==> src/rtl/pc_unit_pkg.sv <==
// Shared encodings for the program-counter unit: operations, branch conditions
// and the bit positions of the {Z, N, V} status word.
package pc_unit_pkg;

   typedef enum logic [2:0] {
      OP_HOLD  = 3'b000,
      OP_NEXT  = 3'b001,
      OP_BR    = 3'b010,
      OP_JR    = 3'b011,
      OP_CALL  = 3'b100,
      OP_CALLR = 3'b101,
      OP_RET   = 3'b110,
      OP_RSVD  = 3'b111
   } op_e;

   typedef enum logic [2:0] {
      COND_AL  = 3'b000,
      COND_EQ  = 3'b001,
      COND_NE  = 3'b010,
      COND_LT  = 3'b011,
      COND_LE  = 3'b100,
      COND_NV5 = 3'b101,
      COND_NV6 = 3'b110,
      COND_AL7 = 3'b111
   } cond_e;

   localparam int STATUS_Z = 2;
   localparam int STATUS_N = 1;
   localparam int STATUS_V = 0;

   function automatic logic condTrue(input logic [2:0] cond, input logic [2:0] status);
      logic z;
      logic lt;
      logic res;
      z  = status[STATUS_Z];
      lt = status[STATUS_N] ^ status[STATUS_V];
      case (cond)
         COND_AL, COND_AL7: res = 1'b1;
         COND_EQ:           res = z;
         COND_NE:           res = ~z;
         COND_LT:           res = lt;
         COND_LE:           res = z | lt;
         default:           res = 1'b0;
      endcase
      return res;
   endfunction

endpackage

==> src/rtl/pc_unit_if.sv <==
// Controller-facing bundle of the program-counter unit; the controller drives
// through the master modport and pc_unit consumes it through the slave modport.
interface pc_unit_if #(
   parameter int PC_W  = 8,
   parameter int CNT_W = 3
);
   logic            stall;
   logic [2:0]      op;
   logic [2:0]      cond;
   logic [2:0]      status;
   logic [PC_W-1:0] offset;
   logic [PC_W-1:0] rtarget;
   logic            clr_err;
   logic [PC_W-1:0] pc;
   logic            taken;
   logic [CNT_W-1:0] ras_count;
   logic            ras_full;
   logic            ras_empty;
   logic            ras_err;

   modport master (
      output stall, op, cond, status, offset, rtarget, clr_err,
      input  pc, taken, ras_count, ras_full, ras_empty, ras_err
   );

   modport slave (
      input  stall, op, cond, status, offset, rtarget, clr_err,
      output pc, taken, ras_count, ras_full, ras_empty, ras_err
   );
endinterface

==> src/rtl/pc_unit_return_stack.sv <==
// Circular return-address stack: a full push overwrites the oldest entry, an
// empty pop leaves state alone; both raise a sticky error flag.
module return_stack #(
   parameter  int W     = 8,
   parameter  int DEPTH = 4,
   localparam int CNT_W = $clog2(DEPTH + 1),
   localparam int PTR_W = $clog2(DEPTH)
) (
   input  logic             clk,
   input  logic             reset,
   input  logic             i_push,
   input  logic             i_pop,
   input  logic             i_clr,
   input  logic [W-1:0]     i_din,
   output logic [W-1:0]     o_dout,
   output logic [CNT_W-1:0] o_count,
   output logic             o_full,
   output logic             o_empty,
   output logic             o_err
);
   logic [W-1:0]     r_mem [DEPTH];
   logic [PTR_W-1:0] r_top;
   logic [CNT_W-1:0] r_count;
   logic             r_err;
   logic [PTR_W-1:0] w_topInc;
   logic [PTR_W-1:0] w_topDec;
   logic             w_full;
   logic             w_empty;
   logic             w_overflow;
   logic             w_underflow;

   assign w_full      = (r_count == CNT_W'(DEPTH));
   assign w_empty     = (r_count == '0);
   assign w_topInc    = (r_top == PTR_W'(DEPTH - 1)) ? '0 : r_top + PTR_W'(1);
   assign w_topDec    = (r_top == '0) ? PTR_W'(DEPTH - 1) : r_top - PTR_W'(1);
   assign w_overflow  = i_push & w_full;
   assign w_underflow = i_pop & w_empty;

   assign o_dout  = r_mem[w_topDec];
   assign o_count = r_count;
   assign o_full  = w_full;
   assign o_empty = w_empty;
   assign o_err   = r_err;

   // When full, r_top already points at the oldest entry, so a push overwrites it.
   always_ff @(posedge clk) begin
      if (i_push) begin
         r_mem[r_top] <= i_din;
      end
   end

   always_ff @(posedge clk or negedge reset) begin
      if (!reset) begin
         r_top   <= '0;
         r_count <= '0;
         r_err   <= 1'b0;
      end else begin
         if (i_push) begin
            r_top <= w_topInc;
            if (!w_full) begin
               r_count <= r_count + CNT_W'(1);
            end
         end else if (i_pop && !w_empty) begin
            r_top   <= w_topDec;
            r_count <= r_count - CNT_W'(1);
         end
         if (w_overflow || w_underflow) begin
            r_err <= 1'b1;
         end else if (i_clr) begin
            r_err <= 1'b0;
         end
      end
   end

endmodule

==> src/rtl/pc_unit.sv <==
// Program-counter unit: next-PC select, conditional branches, indirect jumps.
// The return-address stack exists only when PC_UNIT_RAS_EN is defined.
module pc_unit
   import pc_unit_pkg::*;
#(
   parameter int              PC_W      = 8,
   parameter int              RAS_DEPTH = 4,
   parameter logic [PC_W-1:0] RESET_PC  = '0
) (
   input  logic     clk,
   input  logic     reset,
   pc_unit_if.slave bus
);
   op_e             w_op;
   logic            w_condTrue;
   logic            w_taken;
   logic [PC_W-1:0] r_pc;
   logic [PC_W-1:0] w_pcNext;
   logic [PC_W-1:0] w_pcInc;
   logic [PC_W-1:0] w_pcRel;

   assign w_op       = op_e'(bus.op);
   assign w_condTrue = condTrue(bus.cond, bus.status);
   assign w_pcInc    = r_pc + PC_W'(1);
   assign w_pcRel    = r_pc + bus.offset;

`ifdef PC_UNIT_RAS_EN
   logic            w_push;
   logic            w_pop;
   logic            w_clr;
   logic            w_rasEmpty;
   logic [PC_W-1:0] w_rasDout;
`endif

   // Stall freezes everything, so all redirects and stack traffic sit under !stall.
   always_comb begin
      w_pcNext = r_pc;
      w_taken  = 1'b0;
`ifdef PC_UNIT_RAS_EN
      w_push   = 1'b0;
      w_pop    = 1'b0;
`endif
      if (!bus.stall) begin
         case (w_op)
            OP_NEXT: w_pcNext = w_pcInc;
            OP_BR: begin
               w_taken  = w_condTrue;
               w_pcNext = w_condTrue ? w_pcRel : w_pcInc;
            end
            OP_JR: begin
               w_taken  = 1'b1;
               w_pcNext = bus.rtarget;
            end
            OP_CALL: begin
               w_taken  = 1'b1;
               w_pcNext = w_pcRel;
`ifdef PC_UNIT_RAS_EN
               w_push   = 1'b1;
`endif
            end
            OP_CALLR: begin
               w_taken  = 1'b1;
               w_pcNext = bus.rtarget;
`ifdef PC_UNIT_RAS_EN
               w_push   = 1'b1;
`endif
            end
            OP_RET: begin
`ifdef PC_UNIT_RAS_EN
               w_pop    = 1'b1;
               w_taken  = ~w_rasEmpty;
               w_pcNext = w_rasEmpty ? w_pcInc : w_rasDout;
`else
               w_taken  = 1'b1;
               w_pcNext = bus.rtarget;
`endif
            end
            default: ;
         endcase
      end
   end

   always_ff @(posedge clk or negedge reset) begin
      if (!reset) begin
         r_pc <= RESET_PC;
      end else begin
         r_pc <= w_pcNext;
      end
   end

   assign bus.pc    = r_pc;
   assign bus.taken = w_taken;

`ifdef PC_UNIT_RAS_EN
   assign w_clr = bus.clr_err & ~bus.stall;

   return_stack #(
      .W     (PC_W),
      .DEPTH (RAS_DEPTH)
   ) u_ras (
      .clk     (clk),
      .reset   (reset),
      .i_push  (w_push),
      .i_pop   (w_pop),
      .i_clr   (w_clr),
      .i_din   (w_pcInc),
      .o_dout  (w_rasDout),
      .o_count (bus.ras_count),
      .o_full  (bus.ras_full),
      .o_empty (w_rasEmpty),
      .o_err   (bus.ras_err)
   );

   assign bus.ras_empty = w_rasEmpty;
`else
   logic w_unusedClr;
   assign w_unusedClr   = bus.clr_err;
   assign bus.ras_count = '0;
   assign bus.ras_full  = 1'b0;
   assign bus.ras_empty = 1'b1;
   assign bus.ras_err   = 1'b0;
`endif

endmodule

==> src/flat_wrapper.sv <==
// flat-port wrapper written by rule: the top's interface ports become plain ports
module pc_unit_flat import pc_unit_pkg::*;
#(
   parameter int              PC_W      = 8,
   parameter int              RAS_DEPTH = 4,
   parameter logic [PC_W-1:0] RESET_PC  = '0
)
  (clk, reset, bus_stall, bus_op, bus_cond, bus_status, bus_offset, bus_rtarget, bus_clr_err, bus_pc, bus_taken, bus_ras_count, bus_ras_full, bus_ras_empty, bus_ras_err);
  pc_unit_if #(.PC_W(PC_W), .CNT_W((3))) bus_i ();
  input  logic clk;
  input  logic reset;
  input wire logic [$bits(bus_i.stall)-1:0] bus_stall;
  input wire logic [$bits(bus_i.op)-1:0] bus_op;
  input wire logic [$bits(bus_i.cond)-1:0] bus_cond;
  input wire logic [$bits(bus_i.status)-1:0] bus_status;
  input wire logic [$bits(bus_i.offset)-1:0] bus_offset;
  input wire logic [$bits(bus_i.rtarget)-1:0] bus_rtarget;
  input wire logic [$bits(bus_i.clr_err)-1:0] bus_clr_err;
  output wire logic [$bits(bus_i.pc)-1:0] bus_pc;
  output wire logic [$bits(bus_i.taken)-1:0] bus_taken;
  output wire logic [$bits(bus_i.ras_count)-1:0] bus_ras_count;
  output wire logic [$bits(bus_i.ras_full)-1:0] bus_ras_full;
  output wire logic [$bits(bus_i.ras_empty)-1:0] bus_ras_empty;
  output wire logic [$bits(bus_i.ras_err)-1:0] bus_ras_err;
  assign bus_i.stall = bus_stall;
  assign bus_i.op = bus_op;
  assign bus_i.cond = bus_cond;
  assign bus_i.status = bus_status;
  assign bus_i.offset = bus_offset;
  assign bus_i.rtarget = bus_rtarget;
  assign bus_i.clr_err = bus_clr_err;
  assign bus_pc = bus_i.pc;
  assign bus_taken = bus_i.taken;
  assign bus_ras_count = bus_i.ras_count;
  assign bus_ras_full = bus_i.ras_full;
  assign bus_ras_empty = bus_i.ras_empty;
  assign bus_ras_err = bus_i.ras_err;
  pc_unit #(.PC_W(PC_W), .RAS_DEPTH(RAS_DEPTH), .RESET_PC(RESET_PC)) u_core (.clk(clk), .reset(reset), .bus(bus_i));
endmodule
==> config.mk <==
export PLATFORM = sky130hd
export DESIGN_NAME = pc_unit_flat
export DESIGN_NICKNAME = d
export VERILOG_FILES = /design/src/rtl/pc_unit_pkg.sv /design/src/rtl/pc_unit_if.sv /design/src/rtl/pc_unit_return_stack.sv /design/src/rtl/pc_unit.sv /design/src/flat_wrapper.sv
export SDC_FILE = /design/constraint.sdc
export NUM_CORES = 1
export LEC_CHECK = 0
export BUFFER_PORTS_ARGS = -buffer_cell sky130_fd_sc_hd__buf_2
export CAP_MARGIN = 40
export CORE_AREA = 2 2 55 52
export CTS_CLUSTER_DIAMETER = 50
export DETAILED_ROUTE_END_ITERATION = 8
export DIE_AREA = 0 0 57 54
export GPL_TIMING_DRIVEN = 0
export PLACE_DENSITY = 0.78
export SYNTH_ARGS = -nofsm -noshare
export SYNTH_HDL_FRONTEND = slang
export SYNTH_HIERARCHICAL = 1
export SYNTH_SLANG_ARGS = --single-unit
==> constraint.sdc <==
create_clock -name clk -period 6.89 [get_ports clk]
set_input_delay 1.378 -clock clk [delete_from_list [all_inputs] [get_ports clk]]
set_output_delay 1.378 -clock clk [all_outputs]
set_load 0.01 [all_outputs]
---- Word level (Yosys, flattened, before mapping) ----
Index checks and enable logic that the tools add are counted.
Widths: inputs -> output; s select.
storage, ports and cells
  input port bits ......................... 29
  bits in latches ......................... 0
  memories kept ........................... 0
  output and inout bits ................... 15
  bits in read-only memories .............. 0
  logic and storage cells ................. 29
  register bits ........................... 8
  bits in writable memories ............... 0
cells by class
  bitwise gates (word level) .............. 4
  order comparisons ....................... 0
  equality and inequality tests ........... 11
  add/sub/neg operators ................... 2
  div/mod/pow operators ................... 0
  mux-type cells .......................... 5
  shift-type cells ........................ 0
  reductions and logical operators ........ 6
  multipliers ............................. 0
operators by type and width
  operator             number
  $pmux 8 s4           1
  $eq 3x3->1 const B   5
  $eq 3x2->1 const B   4
  $add 8x1->8 const B  1
  $add 8x8->8          1
  $mux 8               1
  $eq 3x1->1 const B   2
  $pmux 1 s5           1
  $reduce_bool 4->1    1
  $reduce_or 4->1      1
  $logic_not 3->1      1
  $reduce_or 3->1      1
  $not 1->1            2
  $pmux 1 s2           1
  $reduce_and 2->1     1
  $reduce_or 2->1      1
  $mux 1               1
  $or 1x1->1           1
  $xor 1x1->1          1

---- Depth between registers and ports, before layout ----
Gate-level depths: netlist of run 1.
  depth after elaboration ................. 5
  depth in mapped cells ................... 10
  depth with buffers taken out ............ 10

---- Worst setup path before layout of run 1 ----
OpenSTA, ideal clock, no wires.
  path type ............................... input -> output
  from .................................... in bus_status[2]
  to ...................................... out bus_taken
  required time ........................... 5.512 ns
  arrival time ............................ 2.377 ns
  slack ................................... 3.135 ns
  cell stages on the path ................. 4
  buffers on the path ..................... 0
  cells stage by stage .................... or3_1 > a41oi_1 > o21bai_2 > nor2_1
between the ends
  word-level cells in the longest chain between the ends .. 4
  elaborated cells between the ends (all ways) .. 5
  classes of those cells .................. mux: 3; bitwise: 2
RTL lines
  element                                  line                                  text
  start, declared                          flat_wrapper.sv:15                    input wire logic [$bits(bus_i.status)-1:0] bus_status;
  $or 1x1->1 or $not 1->1 (tied branches)  pc_unit_pkg.sv:42, pc_unit_pkg.sv:40
  $pmux 1 s5 *                             pc_unit_pkg.sv:37                     case (cond)
  $pmux 1 s2 *                             pc_unit.sv:44                         case (w_op)
  $mux 1 *                                 pc_unit.sv:43                         if (!bus.stall) begin
  end, declared                            flat_wrapper.sv:20                    output wire logic [$bits(bus_i.taken)-1:0] bus_taken;
Every way passes the cells marked *; elsewhere a longest branch is shown, timed or not.

---- Worst setup path after layout of run 1 ----
Ends and elaborated chain as after synthesis.

==> results.py, run 1 <==
metrics = {
    "routing": {
        "viasPerCell": 5.66,
        "wl_um": 3210,
        "wl_per_cell_um": 12.6,
        "drc": 0,
        "vias": 1443,
        "ant_nets": 0,
        "first_pass_iters": 4,
        "drt_iter0_markers": 75,
    },
    "worst_setup_path": {
        "cp.required_ns": 5.51,
        "path_class": "in -> out",
        "crit_fanout": 8,
        "ff2ff_setup_slack_ns": 4.43,
        "endpoint_kind": "output port",
        "worstPathArrival_ns": 2.66,
        "critPathLaunchType": "primary input",
    },
    "global_route": {
        "grt_max_degree": 11,
        "antenna_found_initial": 0,
        "grt_overflow": 0,
        "grt_pass1_wl_um": 5180,
        "grt.total_usage_pct": 21.6,
        "grt_pass1_vias": 1199,
    },
    "clocking": {
        "cts_tree": "done",
        "clock-sinks": 8,
        "cts-resized-gates": 0,
        "clockBufferDepth": 2,
        "clock_latency_ns": 0.26,
        "cts_buffers": 3,
        "hold_buffers": 0,
        "clkTransAtPathRegs_ns": 0.06,
        "htreeDepth": 1,
        "cts_root_buf": "clkbuf_4",
        "post_cts_buffers": 0,
    },
    "timing": {
        "final.setup.tns_ns": 0,
        "fin_skew_ns": 0.00589,
        "report.final.slew_viol_count": 0,
        "fmax_ghz": 0.248,
        "finalSetupViolations": 0,
        "rsz0062_at_grt": "false",
        "fin_crit_sh_pct": 58.6,
        "whs_ns": 0.573,
        "hold_viol": 0,
        "period_needed_ns": 4.04,
    },
    "final_layout": {
        "final_cells": 255,
        "antenna-diode-count": 0,
        "area_delta_synth_final_pct": 19.2,
        "nNetsFinal": 265,
        "final_area_um2": 1530,
        "drive_gt1_share_pct": 22.7,
        "largest_reg_flops": 8,
    },
    "power": {
        "powerDensity_nw_per_um2": 191,
        "p_total_mw": 0.292,
        "leakage_nw": 0.705,
        "ir_drop_mv": 0.174,
    },
    "synthesis": {
        "async_reset_ff_share_pct": 100,
        "ys_seq_area_share_pct": 15.6,
        "synth-seq-cells": 8,
        "synth_ff_type": "dfrtp_1",
        "synth_cell_types": 48,
        "syn_area_per_cell_um2": 6.96,
        "yosysWarnings": 6,
        "synth_area_um2": 1280,
        "synth_edf_count": 0,
        "netlist_instances": 184,
    },
    "die": {
        "fp.dieW_um": 57,
        "design.die.area_um2": 3080,
        "rows": 18,
        "ioPinCount": 44,
        "die_h_um": 54,
        "initial_utilization_pct": 49.9,
        "core_area_um2": 2570,
    },
    "place": {
        "dpl-instance-area_um2": 1500,
        "dp.cells": 252,
        "gp_congestion": 0.934,
        "dpl.hpwl_um": 2590,
        "port_buffers": 34,
    },
    "run_status": {
        "outcome": "finished clean",
    },
    "flow_run": {
        "cap_viol_max_count": 0,
    },
    "min_path": {
        "hold_class": "reg -> reg",
    },
}
## cells in the mapped netlist, types with 2 or more instances
cell type / n / share of area [%]
a211oi_1: 2 / 1.2
a21oi_1: 17 / 6.6
a221oi_1: 2 / 1.4
a22o_1: 2 / 1.4
a22oi_1: 3 / 1.8
a31oi_1: 3 / 1.5
a32oi_1: 2 / 1.4
buf_2: 4 / 1.6
buf_4: 6 / 3.5
clkbuf_1: 6 / 1.8
conb_1: 2 / 0.59
dfrtp_1: 8 / 16
ha_1: 8 / 7.8
inv_1: 13 / 3.8
mux2i_1: 4 / 3.1
nand2_1: 16 / 4.7
nand3_1: 8 / 3.1
nor2_1: 15 / 4.4
nor2b_1: 2 / 0.98
nor3_1: 11 / 4.3
nor3b_1: 2 / 1.2
nor4_1: 2 / 0.98
o211ai_1: 3 / 1.8
o21a_1: 2 / 1.2
o21ai_0: 11 / 4.3
o22ai_1: 2 / 0.98
or3_1: 3 / 1.5
xnor2_1: 3 / 2.1
xor2_1: 3 / 2.1
## metal layers
metal,share of wire (%),global-route usage (%),wire length (um),up-vias
li1,-,-,-,748
met1,46,28.3,1470,629
met2,45,34.3,1430,56
met3,7.6,6.01,245,10
met4,1.9,7.75,60,0
met5,0,0,0,-
## power by group
group | internal [mW] | total [mW] | switching (mW)
combinational | 0.0782 | 0.176 | 0.0979
sequential | 0.0599 | 0.0789 | 0.0190
clock | 0.0200 | 0.0369 | 0.0169
## per-stage QoR
step	utilization, %	setup WS [ns]
2_1_floorplan	-	3.14
3_3_place_gp	58.5	2.83
3_5_place_dp	58.5	2.86
4_1_cts	59.4	2.85
5_1_grt	59.4	2.73
6_report	59.4	2.85
## cells in the final DEF (no fill, tap or decap), types with 3 or more instances in the layout
cell type,count
nand3_1,8
dfrtp_1,8
nand2_1,16
nor3_1,11
a21oi_1,17
ha_1,8
xor2_1,3
a31oi_1,3
inv_1,13
clkbuf_4,3
conb_1,6
mux2i_1,4
o211ai_1,3
a22oi_1,3
or3_1,3
o21ai_0,11
buf_2,38
clkbuf_1,6
xnor2_1,3
nor2_1,15
buf_4,6
## path summary, 6_finish.rpt
| path | from | to | depth (start not counted) |
|---|---|---|---|
| max | bus_status[2] | bus_taken | 6 |
| min | u_core/bus.pc[7] | u_core/bus.pc[7] | 1 |
| max reg2reg | u_core/bus.pc[0] | u_core/bus.pc[4] | 10 |
| min reg2reg | u_core/bus.pc[7] | u_core/bus.pc[7] | 1 |
| max in group asynchronous | reset | u_core/bus.pc[0] | 1 |
| min in group asynchronous | reset | u_core/bus.pc[7] | 1 |
## cell families after synthesis
group | synth area share [%]
AO/OA/AOI/OAI | 31.3
buffers and inverters | 10.7
flip-flops | 15.6
AND/OR/NAND/NOR | 24.4
multiplexers | 3.13
adder cells (fa/ha/maj) | 10.2
XOR/XNOR | 4.11
other | 0.587
## final cells by class
type / count / area (um^2)
fillers: 258 / 1040
multi-input cells: 151 / 958
flip-flops and latches: 8 / 200
repair buffers: 34 / 170
plain buffers: 16 / 87.6
inverters: 13 / 48.8
well taps: 30 / 37.5
clock buffers: 3 / 22.5
## critical path: stages
cell and delay, ns:
buf_2 0.10, or3_1 0.40, a41oi_1 0.32, o21bai_2 0.19, nor2_1 0.13, buf_2 0.15
Power figures use the tool's default switching activity.
==> run 2: changes to the inputs <==
CORE_AREA = 2 2 59 56   (was 2 2 55 52)
DIE_AREA = 0 0 61 58   (was 0 0 57 54)
PLACE_DENSITY = 0.7   (was 0.78)
clock period = 3.62 ns   (was 6.89 ns; I/O delays follow)
==> results.py, run 2 (synthesis gave the netlist of run 1 again) <==
metrics = {
    "place": {
        "dpl.hpwl_um": 2740,
        "port_buffers": 34,
        "pre_cts_slack_ns": 0.869,
        "gp_congestion": 0.884,
    },
    "clocking": {
        "cts-resized-gates": 0,
        "clkTransAtPathRegs_ns": 0.05,
        "post_cts_buffers": 0,
        "htreeDepth": 1,
        "cts_tree": "done",
        "clockBufferDepth": 2,
        "clock_latency_ns": 0.25,
        "cts_root_buf": "clkbuf_4",
        "cts_buffers": 3,
        "clock-sinks": 8,
        "hold_buffers": 0,
    },
    "final_layout": {
        "nNetsFinal": 265,
        "post-route-util_pct": 52.7,
        "layout_commonest_cell": "buf_2",
        "drive_gt1_share_pct": 22.7,
        "largest_reg_flops": 8,
        "final_cell_mix": "buf_2 (38), a21oi_1 (17), nand2_1 (16)",
        "antenna-diode-count": 0,
        "area_delta_synth_final_pct": 20.3,
        "fill_cells": 320,
    },
    "routing": {
        "ant_nets": 0,
        "wl_per_cell_um": 12.6,
        "viasPerCell": 5.45,
        "drt_iter0_markers": 67,
        "drc": 0,
        "first_pass_iters": 4,
        "wl_um": 3370,
        "vias": 1456,
    },
    "power": {
        "leakage_nw": 0.705,
        "ir_drop_mv": 0.186,
        "powerDensity_nw_per_um2": 356,
        "p_total_mw": 0.548,
    },
    "worst_setup_path": {
        "cp_slowest_cell": "or3_1",
        "crit_fanout": 8,
        "path_class": "in -> out",
        "critPathBufInv": 2,
        "critPathLaunchType": "primary input",
        "cp.required_ns": 2.90,
        "worstPathArrival_ns": 2.03,
        "crit_cells": 6,
        "crit_start": "bus_status[2]",
        "r2r_cells": 10,
        "path_cells": "buf_2, or3_1, a41oi_1, o21bai_2, nor2_1, buf_2",
        "cp_slowest_stage_delay_ns": 0.39,
        "endpoint_kind": "output port",
        "critical-path-top-delay-family": "simple AND/OR/NAND/NOR gates",
        "r2r_start": "u_core/bus.pc[0]",
        "worst_path_most_repeated_cell": "buf_2",
    },
    "timing": {
        "max_slew.worst_pin.slew_ns": 0.532,
        "fin_skew_ns": 0.00421,
        "report.final.slew_viol_count": 0,
        "fmax_ghz": 0.363,
        "fin_ws_ns": 0.868,
        "final.setup.tns_ns": 0,
        "finalSetupViolations": 0,
        "period_needed_ns": 2.75,
        "maxSlewHeadroom_pct": 64.6,
        "rsz0062_at_grt": "false",
        "fin_crit_sh_pct": 76.0,
        "whs_ns": 0.304,
        "hold_viol": 0,
    },
    "global_route": {
        "grt_max_degree": 11,
        "antenna_found_initial": 0,
        "grt_overflow": 0,
        "top_usage_layer": "met2",
        "grtUsageMet2_pct": 31.5,
        "use_met1_pct": 27.4,
        "grt.met3_usage_pct": 4.24,
        "grt.total_usage_pct": 19.5,
        "grt_pass1_wl_um": 5240,
        "grt_pass1_vias": 1188,
    },
    "die": {
        "initial_utilization_pct": 43.8,
        "ioPinCount": 44,
        "design.die.area_um2": 3540,
        "rows": 19,
        "core_area_um2": 2920,
        "die_h_um": 58,
        "fp.dieW_um": 61,
    },
    "run_status": {
        "outcome": "finished clean",
    },
    "min_path": {
        "hold_class": "in -> async",
    },
    "flow_run": {
        "cap_viol_max_count": 0,
    },
}
==> run 2: per-stage QoR <==
step	cell area, um^2	std cells
6_report	1540	267
4_1_cts	1540	267
5_1_grt	1540	267
3_3_place_gp	1520	264
2_1_floorplan	1290	188
3_5_place_dp	1520	264
==> run 2: worst paths after layout <==
path | endpoint | slack, ns
max | bus_taken | 0.87
min | u_core/bus.pc[3] | 0.30
max reg2reg | u_core/bus.pc[4] | 1.18
max in group asynchronous | u_core/bus.pc[4] | 3.15
min reg2reg | u_core/bus.pc[7] | 0.58
min in group clk | u_core/bus.pc[7] | 0.58
==> run 2: worst register-to-register path, cell delays in order, from the launching register on <==
cell	delay [ns]
dfrtp_1	0.46
ha_1	0.21
inv_1	0.05
fa_1	0.39
nand2b_1	0.16
a21boi_0	0.23
o21a_1	0.19
nor3_1	0.07
a221o_2	0.37
nand4_1	0.10
nand3_1	0.08
==> run 2: area by class of cell <==
cell class                      count  area (um^2)  share of cell area [%]
Buffer                             16         87.6                    5.69
Clock buffer                        3         22.5                    1.46
Inverter                           13         48.8                    3.17
Multi-Input combinational cell    151          958                    62.2
Sequential cell                     8          200                    13.0
Tap cell                           42         52.6                    3.41
Timing Repair Buffer               34          170                    11.0
==> run 2: routing by layer <==
metal  part of all wire (%)  vias up
met5                      0        -
met4                    1.2        0
met3                    5.3        4
met2                     45       45
met1                     49      660
li1                       -      747
==> run 2: report_power, final <==
part	switching [mW]	leakage, nW	internal (mW)
Clock	0.0275	0.0138	0.0377
Sequential	0.0425	0.0977	0.114
Combinational	0.180	0.594	0.147
Total	0.250	0.705	0.299
